==> src/rtl/seq_lock_ctrl.sv <==
`default_nettype none
// ============================================================================
// Module   : seq_lock_ctrl
// Brief    : Code-entry lock controller. One sw bit is shifted in per key_p
//            press; a complete entry is compared with the stored code and
//            drives ok/err indications, with a timed lockout after MAX_FAIL
//            consecutive mismatches. A single shared down-counter times the
//            hold, lockout and entry-timeout intervals.
// Option   : SEQ_LOCK_PROG_EN - adds the PROG state so the code can be
//            re-programmed from the OK state via prog_key_p.
// Revision : 1.0 - initial release
// ============================================================================
module seq_lock_ctrl #(
  parameter int unsigned         CODE_LEN      = 4,
  parameter logic [CODE_LEN-1:0] DEFAULT_CODE  = 4'b1011,
  parameter int unsigned         MAX_FAIL      = 3,
  parameter int unsigned         HOLD_CYCLES   = 50_000_000,
  parameter int unsigned         LOCK_CYCLES   = 250_000_000,
  parameter int unsigned         ENTRY_TIMEOUT = 250_000_000
) (
  input  logic       clk,
  input  logic       rst_n,
  input  logic       key_p,
  input  logic       sw,
  input  logic       prog_key_p,
  output logic       led_ok,
  output logic       led_err,
  output logic       locked,
  output logic [2:0] state_code,
  output logic [3:0] bit_cnt,
  output logic [3:0] fail_cnt
);

  // State encodings
  localparam logic [2:0] c_idle  = 3'd0;
  localparam logic [2:0] c_enter = 3'd1;
  localparam logic [2:0] c_check = 3'd2;
  localparam logic [2:0] c_ok    = 3'd3;
  localparam logic [2:0] c_fail  = 3'd4;
  localparam logic [2:0] c_lock  = 3'd5;
`ifdef SEQ_LOCK_PROG_EN
  localparam logic [2:0] c_prog  = 3'd6;
`endif

  // Shared timer is sized for the longest of the three intervals
  localparam int unsigned c_max_hl    = (HOLD_CYCLES > LOCK_CYCLES) ? HOLD_CYCLES : LOCK_CYCLES;
  localparam int unsigned c_timer_max = (c_max_hl > ENTRY_TIMEOUT) ? c_max_hl : ENTRY_TIMEOUT;
  localparam int unsigned c_timer_w   = $clog2(c_timer_max + 1);

  localparam logic [c_timer_w-1:0] c_t_hold = c_timer_w'(HOLD_CYCLES);
  localparam logic [c_timer_w-1:0] c_t_lock = c_timer_w'(LOCK_CYCLES);
  localparam logic [c_timer_w-1:0] c_t_to   = c_timer_w'(ENTRY_TIMEOUT);
  localparam logic [c_timer_w-1:0] c_t_one  = c_timer_w'(1);
  localparam logic [3:0]           c_len    = 4'(CODE_LEN);
  localparam logic [3:0]           c_maxf   = 4'(MAX_FAIL);

  logic [2:0]           state_q, state_d;
  logic [3:0]           bit_cnt_q, bit_cnt_d;
  logic [3:0]           fail_cnt_q, fail_cnt_d;
  logic [CODE_LEN-1:0]  entry_q, entry_d;
  logic [c_timer_w-1:0] timer_q, timer_d;
  logic                 led_ok_q, led_ok_d;
  logic                 led_err_q, led_err_d;
  logic                 locked_q, locked_d;

  logic [CODE_LEN-1:0]  w_entry_shift;
  logic [CODE_LEN-1:0]  w_code;
  logic                 w_expire;
  logic                 w_last_bit;
  logic                 w_match;
  logic                 w_lock_hit;

`ifdef SEQ_LOCK_PROG_EN
  logic [CODE_LEN-1:0]  shadow_q, shadow_d;
  logic [CODE_LEN-1:0]  code_q, code_d;
  logic [CODE_LEN-1:0]  w_shadow_shift;
  assign w_code = code_q;
`else
  logic                 w_unused_prog;
  assign w_unused_prog = prog_key_p;
  assign w_code        = DEFAULT_CODE;
`endif

  // A one-bit code has nothing to keep; wider codes shift left, new bit in LSB
  if (CODE_LEN == 1) begin : g_shift_one
    assign w_entry_shift = sw;
`ifdef SEQ_LOCK_PROG_EN
    assign w_shadow_shift = sw;
`endif
  end else begin : g_shift_wide
    assign w_entry_shift = {entry_q[CODE_LEN-2:0], sw};
`ifdef SEQ_LOCK_PROG_EN
    assign w_shadow_shift = {shadow_q[CODE_LEN-2:0], sw};
`endif
  end

  assign w_expire   = (timer_q == c_t_one);
  assign w_last_bit = (4'(bit_cnt_q + 4'd1) == c_len);
  assign w_match    = (entry_q == w_code);
  assign w_lock_hit = (4'(fail_cnt_q + 4'd1) == c_maxf);

  // State and datapath registers with synchronous active-low reset
  always_ff @(posedge clk) begin
    if (!rst_n) begin
      state_q    <= c_idle;
      bit_cnt_q  <= '0;
      fail_cnt_q <= '0;
      entry_q    <= '0;
      timer_q    <= '0;
      led_ok_q   <= 1'b0;
      led_err_q  <= 1'b0;
      locked_q   <= 1'b0;
`ifdef SEQ_LOCK_PROG_EN
      shadow_q   <= '0;
      code_q     <= DEFAULT_CODE;
`endif
    end else begin
      state_q    <= state_d;
      bit_cnt_q  <= bit_cnt_d;
      fail_cnt_q <= fail_cnt_d;
      entry_q    <= entry_d;
      timer_q    <= timer_d;
      led_ok_q   <= led_ok_d;
      led_err_q  <= led_err_d;
      locked_q   <= locked_d;
`ifdef SEQ_LOCK_PROG_EN
      shadow_q   <= shadow_d;
      code_q     <= code_d;
`endif
    end
  end

  // Next-state logic; a press on the timer's last cycle beats the timeout
  always_comb begin
    state_d = state_q;
    case (state_q)
      c_idle: begin
        if (key_p) state_d = w_last_bit ? c_check : c_enter;
      end
      c_enter: begin
        if (key_p) begin
          if (w_last_bit) state_d = c_check;
        end else if (w_expire) begin
          state_d = c_idle;
        end
      end
      c_check: begin
        if (w_match)         state_d = c_ok;
        else if (w_lock_hit) state_d = c_lock;
        else                 state_d = c_fail;
      end
      c_ok: begin
`ifdef SEQ_LOCK_PROG_EN
        if (prog_key_p)    state_d = c_prog;
        else if (w_expire) state_d = c_idle;
`else
        if (w_expire) state_d = c_idle;
`endif
      end
      c_fail, c_lock: begin
        if (w_expire) state_d = c_idle;
      end
`ifdef SEQ_LOCK_PROG_EN
      c_prog: begin
        if (key_p) begin
          if (w_last_bit) state_d = c_idle;
        end else if (w_expire) begin
          state_d = c_idle;
        end
      end
`endif
      default: state_d = c_idle;
    endcase
  end

  // Entry, bit/fail counters and code storage
  always_comb begin
    bit_cnt_d  = bit_cnt_q;
    fail_cnt_d = fail_cnt_q;
    entry_d    = entry_q;
`ifdef SEQ_LOCK_PROG_EN
    shadow_d   = shadow_q;
    code_d     = code_q;
`endif
    case (state_q)
      c_idle, c_enter: begin
        if (key_p) begin
          entry_d   = w_entry_shift;
          bit_cnt_d = 4'(bit_cnt_q + 4'd1);
        end else if ((state_q == c_enter) && w_expire) begin
          entry_d   = '0;
          bit_cnt_d = '0;
        end
      end
      c_check: begin
        bit_cnt_d = '0;
        entry_d   = '0;
        if (w_match)         fail_cnt_d = '0;
        else if (w_lock_hit) fail_cnt_d = c_maxf;
        else                 fail_cnt_d = 4'(fail_cnt_q + 4'd1);
      end
      c_lock: begin
        if (w_expire) fail_cnt_d = '0;
      end
`ifdef SEQ_LOCK_PROG_EN
      c_ok: begin
        if (prog_key_p) begin
          bit_cnt_d = '0;
          shadow_d  = '0;
        end
      end
      c_prog: begin
        if (key_p) begin
          shadow_d = w_shadow_shift;
          if (w_last_bit) begin
            code_d    = w_shadow_shift;
            bit_cnt_d = '0;
          end else begin
            bit_cnt_d = 4'(bit_cnt_q + 4'd1);
          end
        end else if (w_expire) begin
          bit_cnt_d = '0;
        end
      end
`endif
      default: ;
    endcase
  end

  // Shared timer: reload on state entry or accepted press, else count down
  always_comb begin
    timer_d = timer_q;
    if (state_d != state_q) begin
      case (state_d)
        c_enter:       timer_d = c_t_to;
`ifdef SEQ_LOCK_PROG_EN
        c_prog:        timer_d = c_t_to;
`endif
        c_ok, c_fail:  timer_d = c_t_hold;
        c_lock:        timer_d = c_t_lock;
        default:       timer_d = '0;
      endcase
`ifdef SEQ_LOCK_PROG_EN
    end else if (key_p && ((state_q == c_enter) || (state_q == c_prog))) begin
`else
    end else if (key_p && (state_q == c_enter)) begin
`endif
      timer_d = c_t_to;
    end else if (timer_q != '0) begin
      timer_d = timer_q - c_t_one;
    end
  end

  // Registered indications, valid on the first cycle of their state
  always_comb begin
    led_ok_d  = (state_d == c_ok);
    led_err_d = (state_d == c_fail) || (state_d == c_lock);
    locked_d  = (state_d == c_lock);
  end

  assign led_ok     = led_ok_q;
  assign led_err    = led_err_q;
  assign locked     = locked_q;
  assign state_code = state_q;
  assign bit_cnt    = bit_cnt_q;
  assign fail_cnt   = fail_cnt_q;

endmodule
`default_nettype wire
==> config.mk <==
export PLATFORM = sky130hd
export DESIGN_NAME = seq_lock_ctrl
export DESIGN_NICKNAME = d
export VERILOG_FILES = /design/src/rtl/seq_lock_ctrl.sv
export SDC_FILE = /design/constraint.sdc
export NUM_CORES = 1
export LEC_CHECK = 0
export ABC_AREA = 1
export BUFFER_PORTS_ARGS = -buffer_cell sky130_fd_sc_hd__buf_4
export CAP_MARGIN = 25
export CORE_MARGIN = 1
export CORE_UTILIZATION = 30
export CTS_CLUSTER_SIZE = 16
export DETAILED_ROUTE_END_ITERATION = 7
export HOLD_SLACK_MARGIN = 0.03
export PLACE_DENSITY = 0.54
export SLEW_MARGIN = 30
export SYNTH_ARGS = -nofsm -noshare
export SYNTH_HDL_FRONTEND = slang
export SYNTH_SLANG_ARGS = --single-unit
==> constraint.sdc <==
create_clock -name clk -period 3.2 [get_ports clk]
set_clock_uncertainty 0.05 [all_clocks]
set_input_delay 0.32 -clock clk [delete_from_list [all_inputs] [get_ports clk]]
set_output_delay 0.32 -clock clk [all_outputs]
set_load 0.01 [all_outputs]
==> results of run 1 <==
[cell families (layout without fill, tap and decap cells)]
group                    after synthesis  after routing
XOR/XNOR                              22             22
AO/OA/AOI/OAI                         30             30
flip-flops                            46             46
AND/OR/NAND/NOR                      266            266
adder cells (fa/ha/maj)                7              7
buffers and inverters                 67             85
[layout by cell type (no fill, tap or decap), types with 2 or more instances in the layout]
cell type and count:
nand2_2 5, ha_1 7, o21ai_0 10, nor2_8 3, inv_2 15, clkbuf_8 5
buf_4 19, nor2_2 16, dfxtp_1 46, nand3_2 2, xnor2_1 3, nand2_1 110
o21ai_1 2, or2_2 3, nand2_4 3, xor2_1 19, a21oi_1 15, nor2_1 63
nor3_1 11, nand3_1 30, nand4_1 17, inv_1 43
[power by group through the flow]
stage	Clock (mW)	Combinational, mW	Sequential [mW]
finish	0.456	0.443	0.649
global route	0.495	0.509	0.655
CTS	0.474	0.443	0.649
detailed placement	0	0.440	0.662
global placement	0	0.435	0.661
floorplan	0	0.353	0.656
[critical path: cells and delay by family (launching register included)]
kind,cells,cell delay (ns)
and+or+nand+nor,12,2.03
DFF,1,0.37
buffers and inverters,1,0.08
[flip-flops by register name (all words and copies together) (netlist names)]
| signal | cells |
|---|---|
| entry_q | 4 |
| led_err | 1 |
| locked | 1 |
| led_ok | 1 |
| state_code | 3 |
| timer_q | 28 |
| fail_cnt | 4 |
| bit_cnt | 4 |
[final timing paths]
check / endpoint / slack, ns / start
setup reg to reg: timer_q[5]$_SDFFE_PN0P_ / 0.57 / timer_q[14]$_SDFFE_PN0P_
setup / recovery: timer_q[5]$_SDFFE_PN0P_ / 0.57 / timer_q[14]$_SDFFE_PN0P_
hold reg to reg: entry_q[1]$_SDFFE_PN0P_ / 0.44 / entry_q[1]$_SDFFE_PN0P_
hold / removal: entry_q[0]$_SDFFE_PN0P_ / 0.21 / sw
[per-layer routing]
layer | track usage (%) | part of all wire (%) | vias up
li1 | - | - | 1405
met1 | 18.1 | 49 | 1199
met2 | 26.1 | 47 | 33
met3 | 2.51 | 2.5 | 7
met4 | 5.13 | 1.2 | 0
met5 | 0 | 0 | -
[final cells by class]
class | count | area share [%]
Clock buffer | 5 | 2.12
Clock inverter | 3 | 1.35
Inverter | 58 | 6.71
Multi-Input combinational cell | 325 | 52.1
Sequential cell | 46 | 28.4
Tap cell | 129 | 4.97
Timing Repair Buffer | 19 | 4.39
==> results.py, run 1 <==
metrics = {
    "clock_tree": {
        "clockBufferDepth": 2,
        "cts_sinks": 46,
        "cts_hold_buf": 0,
        "cts.htree.levels": 2,
        "cts_resized": 0,
        "clkTransAtPathRegs_ns": 0.10,
        "cts-root-buf": "clkbuf_8",
        "insertion_delay_ns": 0.32,
        "cts_tree": "yes",
        "post_cts_buffers": 0,
        "numCtsBuffers": 5,
    },
    "final_layout": {
        "fin_area_mm2": 0.00325,
        "n_antenna_cell": 0,
        "final_util_pct": 35.0,
        "area_growth_pct": 12.6,
        "layout.cells.non_filler": 585,
        "layout-drive-gt1-share_pct": 16.7,
        "nNetsFinal": 467,
        "multi_input_area_mm2": 0.00169,
        "seqCellArea_um2": 921,
        "fillers": 1063,
    },
    "synth": {
        "post_synth.cell_area_avg_um2": 6.58,
        "synth_compound_area_share_pct": 5.51,
        "syn_inst": 438,
        "yosys.area.top_type": "dfxtp_1",
        "synth_edf_count": 0,
        "ys_ff_latch": 46,
        "synthMuxAreaShare_pct": 0,
        "synth_top_area_share_pct": 32.0,
        "yosys-top-cells-count": "nand2_1, nor2_1, dfxtp_1",
        "synth_nets": 450,
        "synth_top_family_by_area": "simple AND/OR/NAND/NOR gates",
        "ys_types": 30,
        "synthSimpleGateAreaFrac_pct": 43.4,
        "ys_async_sr_fraction_pct": 0,
        "synth-adder-area-share_pct": 3.04,
        "synth.most_common_cell": "nand2_1",
        "ys.flop_type": "dfxtp_1",
        "synthesis.area_mm2": 0.00288,
        "ys.warnings.count": 0,
        "synth-xor-area-share_pct": 6.69,
        "synth-seq-area-share_pct": 32.0,
        "ys_top_cells_by_area": "dfxtp_1, nand2_1, nor2_1",
    },
    "critical_path": {
        "cpMostUsedCell": "nand2_1",
        "cp-end-kind": "flop",
        "slowest_delay_ns": 0.45,
        "start_kind": "flop",
        "cp_cell_sequence": "inv_2 -> nand2_1 -> nor2_2 -> nand2_2 -> nor2_2 -> nand2_2 -> nand3_1 -> nand2_1 -> nand2_1 -> nand3_1 -> nor2_8 -> nand4_2 -> nor3_1",
        "cp_max_fo": 19,
        "required_ns": 3.38,
        "crit_arrival_ns": 2.81,
        "critPathSlowestCell": "nand4_2",
        "worstRegToRegCells": 13,
        "critical_path_class": "reg2reg",
    },
    "sta": {
        "hold_viol": 0,
        "finalSetupViolations": 0,
        "whs_ns": 0.211,
        "finalCriticalPeriod_ns": 2.63,
        "fmax_mhz": 380,
        "setup_slack_ns": 0.568,
        "min_period_over_period_pct": 82.2,
        "tns_ns": 0,
        "relSlewSlack_pct": 61.4,
        "rsz0062_at_grt": "false",
        "max_slew.worst_pin.slew_ns": 0.577,
        "maxSlewViolCount": 0,
    },
    "placed_design": {
        "dp_slack_ns": 0.576,
        "place_area_mm2": 0.00313,
        "place_hpwl_um": 5020,
        "portBuffers": 17,
        "place.gp.congestion": 0.809,
        "dp_cells": 577,
    },
    "floorplanning": {
        "die_y_um": 100,
        "dieArea_mm2": 0.0100,
        "pin_count": 19,
        "core_area_mm2": 0.00928,
        "die_w_um": 100,
        "start_util_pct": 31.0,
        "rows": 35,
    },
    "route": {
        "ant_nets": 0,
        "wl_per_cell_um": 11.8,
        "via_per_inst": 4.52,
        "firstDrtPassIters": 4,
        "drc_errors": 0,
        "wirelength_um": 6930,
        "via_count": 2644,
        "drtIter0Drc": 169,
    },
    "grt": {
        "grt_pass1_wl_um": 11800,
        "grt_use_total_pct": 14.8,
        "grt_overflow": 0,
        "grt_max_degree": 33,
        "antenna_found_initial": 0,
        "grt_pass1_vias": 2551,
    },
    "pwr": {
        "power_density_mw_per_mm2": 477,
        "power.internal_mw": 1.00,
        "comb_power_share_pct": 28.6,
        "p_clk_share_pct": 29.5,
        "pwr-share-seq_pct": 41.9,
        "p_sw_share_pct": 35.2,
        "p_leak_nw": 1.55,
        "p_switching_mw": 0.545,
        "ir_worst_vdd_v": 0.000186,
        "total_power_mw": 1.55,
    },
    "worst_hold_path": {
        "min_path_type": "in2reg",
        "holdPathStages": 3,
    },
    "flow_run": {
        "drv_cap": 0,
    },
    "outcome": {
        "outcome": "finished, final reports clean",
    },
}
No activity file was read; power rests on OpenSTA's default activity.
==> run 2: changes to the inputs <==
- clock period: 3.2 -> 2.75 ns (I/O delays scaled with it)
==> results.py, run 2 (synthesized netlist as in run 1, its figures left out) <==
metrics = {
    "sta": {
        "finalSetupViolations": 0,
        "rsz0062_at_grt": "false",
        "maxSlewViolCount": 0,
        "relSlewSlack_pct": 55.9,
        "tns_ns": 0,
        "fmax_mhz": 411,
        "min_period_over_period_pct": 88.5,
        "finalCriticalPeriod_ns": 2.43,
        "max_slew.worst_pin.slew_ns": 0.661,
        "whs_ns": 0.164,
        "hold_viol": 0,
    },
    "clock_tree": {
        "numCtsBuffers": 5,
        "clockBufferDepth": 2,
        "cts_tree": "yes",
        "cts-root-buf": "clkbuf_8",
        "cts_resized": 0,
        "cts_hold_buf": 0,
        "insertion_delay_ns": 0.31,
        "cts_sinks": 46,
        "post_cts_buffers": 0,
        "cts.htree.levels": 2,
        "clkTransAtPathRegs_ns": 0.09,
    },
    "critical_path": {
        "endpoint": "timer_q[13]$_SDFFE_PN0P_",
        "cp-end-kind": "flop",
        "reg2reg_slack_ns": 0.32,
        "start_kind": "flop",
        "worstRegToRegCells": 14,
        "required_ns": 2.87,
        "crit_start": "timer_q[17]$_SDFFE_PN0P_",
        "critical_path_class": "reg2reg",
        "crit_arrival_ns": 2.55,
        "cp_max_fo": 19,
        "rr_endpoint": "timer_q[13]$_SDFFE_PN0P_",
        "reg2reg_from": "timer_q[17]$_SDFFE_PN0P_",
    },
    "final_layout": {
        "largest_register_ffs": 28,
        "area_growth_pct": 12.8,
        "mostFrequentLayoutCell": "nand2_1",
        "nNetsFinal": 470,
        "layout-drive-gt1-share_pct": 17.0,
        "final_cell_mix": "nand2_1, nor2_1, dfxtp_1, inv_1, nand3_1",
        "n_antenna_cell": 0,
        "fin_area_mm2": 0.00325,
        "regMostFlops": "timer_q",
    },
    "grt": {
        "grt_overflow": 0,
        "grt_pass1_vias": 2544,
        "grt_use_total_pct": 14.4,
        "grt_pass1_wl_um": 11400,
        "grt_max_degree": 20,
        "antenna_found_initial": 0,
    },
    "placed_design": {
        "place_area_mm2": 0.00316,
        "place_hpwl_um": 5150,
        "portBuffers": 17,
        "place.gp.congestion": 0.810,
    },
    "floorplanning": {
        "dieArea_mm2": 0.0100,
        "die_y_um": 100,
        "start_util_pct": 31.0,
        "pin_count": 19,
        "core_area_mm2": 0.00928,
        "rows": 35,
        "die_w_um": 100,
    },
    "worst_hold_path": {
        "hold_start": "sw",
        "min_path_type": "in2reg",
    },
    "pwr": {
        "p_leak_nw": 1.55,
        "power_density_mw_per_mm2": 529,
        "ir_worst_vdd_v": 0.000211,
    },
    "route": {
        "ant_nets": 0,
        "drtIter0Drc": 77,
        "drc_errors": 0,
        "via_count": 2652,
        "via_per_inst": 4.51,
        "wirelength_um": 6770,
        "firstDrtPassIters": 4,
        "wl_per_cell_um": 11.5,
    },
    "outcome": {
        "outcome": "finished, final reports clean",
    },
    "flow_run": {
        "drv_cap": 0,
    },
}
-- run 2: cell types whose count changed in the layout (fill, tap and decap cells not counted), sizes merged --
cell and change:
inv -1, buf +3, bufinv -1, clkinvlp +1
clkbuf +1
-- run 2: metrics by stage --
step / setup WS, ns / cells / total power [mW] / utilization (%)
2_1_floorplan: 0.752 / 438 / 1.17 / -
3_3_place_gp: 0.390 / 580 / 1.28 / 34.0
3_5_place_dp: 0.343 / 580 / 1.29 / 34.0
4_1_cts: 0.318 / 588 / 1.74 / 35.0
5_1_grt: 0.0514 / 588 / 1.85 / 35.0
6_report: 0.316 / 588 / 1.72 / 35.0
-- run 2: worst max-delay path, cell delays in order (launching register included) --
cell and delay (ns):
dfxtp_1 0.36, inv_2 0.08, nand2_1 0.05, nor2_1 0.15
nand2_1 0.12, nor2_2 0.19, nand2_2 0.14, nand3_1 0.09
nand2_1 0.06, nand2_1 0.05, nand3_1 0.17, nor2_8 0.31
nand4_1 0.29, nand2_1 0.15, nor2_1 0.05
-- run 2: where the power goes --
| part | switching [mW] | internal (mW) | total [mW] |
|---|---|---|---|
| sequential | 0.0404 | 0.715 | 0.756 |
| combinational | 0.334 | 0.187 | 0.520 |
| clock | 0.241 | 0.202 | 0.443 |
| total | 0.615 | 1.10 | 1.72 |
-- run 2: final cells by class --
type / instances / area, um2
Clock buffer: 6 / 82.6
Clock inverter: 2 / 12.5
Fill cell: 1027 / 6030
Inverter: 58 / 218
Multi-Input combinational cell: 325 / 1690
Sequential cell: 46 / 921
Tap cell: 129 / 161
Timing Repair Buffer: 22 / 165
-- run 2: worst min path at each step --
stage / endpoint / slack, ns / cells after the start
floorplan: bit_cnt[2]$_SDFFE_PN0P_ / 0.36 / 2
global route: entry_q[0]$_SDFFE_PN0P_ / 0.18 / 3
global placement: entry_q[3]$_SDFFE_PN0P_ / 0.40 / 2
finish: entry_q[0]$_SDFFE_PN0P_ / 0.16 / 3
CTS: entry_q[0]$_SDFFE_PN0P_ / 0.16 / 3
detailed placement: entry_q[3]$_SDFFE_PN0P_ / 0.41 / 2
-- run 2: per-layer routing --
metal	wire length, um	track usage [%]	vias up
met5	0	0	-
met4	73	4.46	0
met3	175	2.79	6
met2	3170	25.1	30
met1	3350	17.9	1200
li1	-	-	1416
==> run 3: changes to the inputs <==
- CORE_MARGIN: 1 -> 2
- GPL_TIMING_DRIVEN: not set -> 0
==> results.py, run 3 (synthesized netlist as in run 1, its figures left out) <==
metrics = {
    "pwr": {
        "pwr-share-seq_pct": 44.0,
        "p_sw_share_pct": 36.0,
        "ir_worst_vdd_v": 0.000200,
        "total_power_mw": 1.72,
        "p_leak_nw": 1.55,
        "power_density_mw_per_mm2": 527,
        "p_clk_share_pct": 25.7,
        "comb_power_share_pct": 30.2,
        "power.internal_mw": 1.10,
        "p_switching_mw": 0.619,
    },
    "worst_hold_path": {
        "hold_start": "sw",
        "min_path_type": "in2reg",
        "hold_path_end": "entry_q[0]$_SDFFE_PN0P_",
        "holdPathStages": 3,
    },
    "clock_tree": {
        "clockBufferDepth": 2,
        "cts_resized": 0,
        "numCtsBuffers": 5,
        "cts.htree.levels": 2,
        "insertion_delay_ns": 0.30,
        "cts_tree": "yes",
        "cts_hold_buf": 0,
        "cts_sinks": 46,
        "cts-root-buf": "clkbuf_8",
        "post_cts_buffers": 0,
        "clkTransAtPathRegs_ns": 0.09,
    },
    "floorplanning": {
        "start_util_pct": 31.0,
        "dieArea_mm2": 0.0104,
        "die_y_um": 102,
        "rows": 35,
        "die_w_um": 102,
        "pin_count": 19,
        "core_area_mm2": 0.00928,
    },
    "critical_path": {
        "path_buf_inv": 0,
        "slowest_delay_ns": 0.38,
        "cp_cell_sequence": "ha_1 -> xnor2_1 -> nor2_1 -> nand4_1 -> and2_1 -> nand2_1 -> nor2_2 -> nor2_8 -> nand4_1 -> nand2_1 -> nor2_1",
        "crit_family": "simple AND/OR/NAND/NOR gates",
        "worstRegToRegCells": 11,
        "critPathSlowestCell": "dfxtp_1",
        "cp.depth": 11,
        "reg2reg_slack_ns": 0.44,
        "critical_path_class": "reg2reg",
        "reg2reg_from": "bit_cnt[0]$_SDFFE_PN0P_",
        "cp-end-kind": "flop",
        "required_ns": 2.88,
        "cp_max_fo": 10,
        "start_kind": "flop",
        "crit_arrival_ns": 2.43,
        "rr_endpoint": "timer_q[14]$_SDFFE_PN0P_",
    },
    "final_layout": {
        "nNetsFinal": 474,
        "layout.cells.non_filler": 592,
        "final_cell_mix": "nand2_1, nor2_1, dfxtp_1, inv_1, nand3_1",
        "layout-drive-gt1-share_pct": 16.4,
        "mostFrequentLayoutCell": "nand2_1",
        "regMostFlops": "timer_q",
        "n_antenna_cell": 0,
        "largest_register_ffs": 28,
        "area_growth_pct": 13.3,
        "fillers": 1083,
    },
    "grt": {
        "grt_use_total_pct": 14.5,
        "grt_max_degree": 15,
        "grt_overflow": 0,
        "grt_pass1_wl_um": 12200,
        "antenna_found_initial": 0,
        "grt_pass1_vias": 2664,
    },
    "route": {
        "drc_errors": 0,
        "firstDrtPassIters": 4,
        "wirelength_um": 6820,
        "wl_per_cell_um": 11.5,
        "drtIter0Drc": 130,
        "wl_met3_um": 170,
        "via_per_inst": 4.48,
        "ant_nets": 0,
        "top_layer_used": "met4",
        "wirelength_met1_um": 3350,
        "dr_wl_met2_um": 3170,
        "via_count": 2653,
    },
    "sta": {
        "rsz0062_at_grt": "false",
        "relSlewSlack_pct": 64.1,
        "maxSlewViolCount": 0,
        "tns_ns": 0,
        "finalCriticalPeriod_ns": 2.31,
        "hold_viol": 0,
        "max_slew.worst_pin.slew_ns": 0.538,
        "whs_ns": 0.177,
        "fmax_mhz": 434,
        "finalSetupViolations": 0,
        "min_period_over_period_pct": 83.8,
    },
    "outcome": {
        "outcome": "finished, final reports clean",
    },
    "placed_design": {
        "place.gp.congestion": 0.897,
        "place_hpwl_um": 5290,
        "dp_cells": 584,
        "portBuffers": 17,
    },
    "flow_run": {
        "drv_cap": 0,
    },
}
## run 3: cell types whose count changed in the layout (fill, tap and decap cells not counted)
cell	delta
buf_6	+2
clkbuf_1	+5
buf_1	+1
buf_4	-4
## run 3: final cells by class
| type | count | area (um2) | share of cell area (%) |
|---|---|---|---|
| multi-input combinational | 325 | 1690 | 51.8 |
| sequential | 46 | 921 | 28.2 |
| inverter | 58 | 218 | 6.67 |
| tap | 129 | 161 | 4.94 |
| timing repair buffer | 17 | 128 | 3.91 |
| clock buffer | 6 | 82.6 | 2.53 |
| buffer | 9 | 52.6 | 1.61 |
| clock inverter | 2 | 12.5 | 0.383 |
## run 3: power by group through the flow
stage	combinational, mW	sequential, mW	clock, mW
after global placement	0.512	0.772	0
after detailed placement	0.515	0.772	0
after floorplan	0.411	0.764	0
after global routing	0.599	0.765	0.496
after CTS	0.517	0.758	0.462
final	0.520	0.758	0.443
## run 3: worst register-to-register path, delay by kind of cell (launching register included)
kind / cells / cell delay [ns]
adder cells (fa/ha/maj): 1 / 0.23
XOR/XNOR: 1 / 0.14
AND/OR/NAND/NOR: 9 / 1.39
flip-flops: 1 / 0.38
## run 3: worst max-delay path by stage
stage	startpoint	slack, ns	endpoint
floorplan	bit_cnt[0]$_SDFFE_PN0P_	0.75	timer_q[12]$_SDFFE_PN0P_
global placement	bit_cnt[0]$_SDFFE_PN0P_	0.49	timer_q[13]$_SDFFE_PN0P_
detailed placement	bit_cnt[0]$_SDFFE_PN0P_	0.46	timer_q[13]$_SDFFE_PN0P_
CTS	bit_cnt[0]$_SDFFE_PN0P_	0.43	timer_q[13]$_SDFFE_PN0P_
global route	timer_q[17]$_SDFFE_PN0P_	0.16	timer_q[22]$_SDFFE_PN0P_
finish	bit_cnt[0]$_SDFFE_PN0P_	0.44	timer_q[14]$_SDFFE_PN0P_
## run 3: per-stage QoR
stage	util, %	area, um2	worst slack [ns]
detailed placement	34.2	3170	0.458
CTS	35.2	3270	0.435
finish	35.2	3270	0.445
global placement	34.2	3170	0.487
global route	35.2	3270	0.161
floorplan	-	2880	0.752
## run 3: layer usage
layer	GRT usage (%)	up-vias
met5	0	-
met4	4.92	0
met3	2.53	11
met2	24.6	37
met1	18.7	1181
li1	-	1424
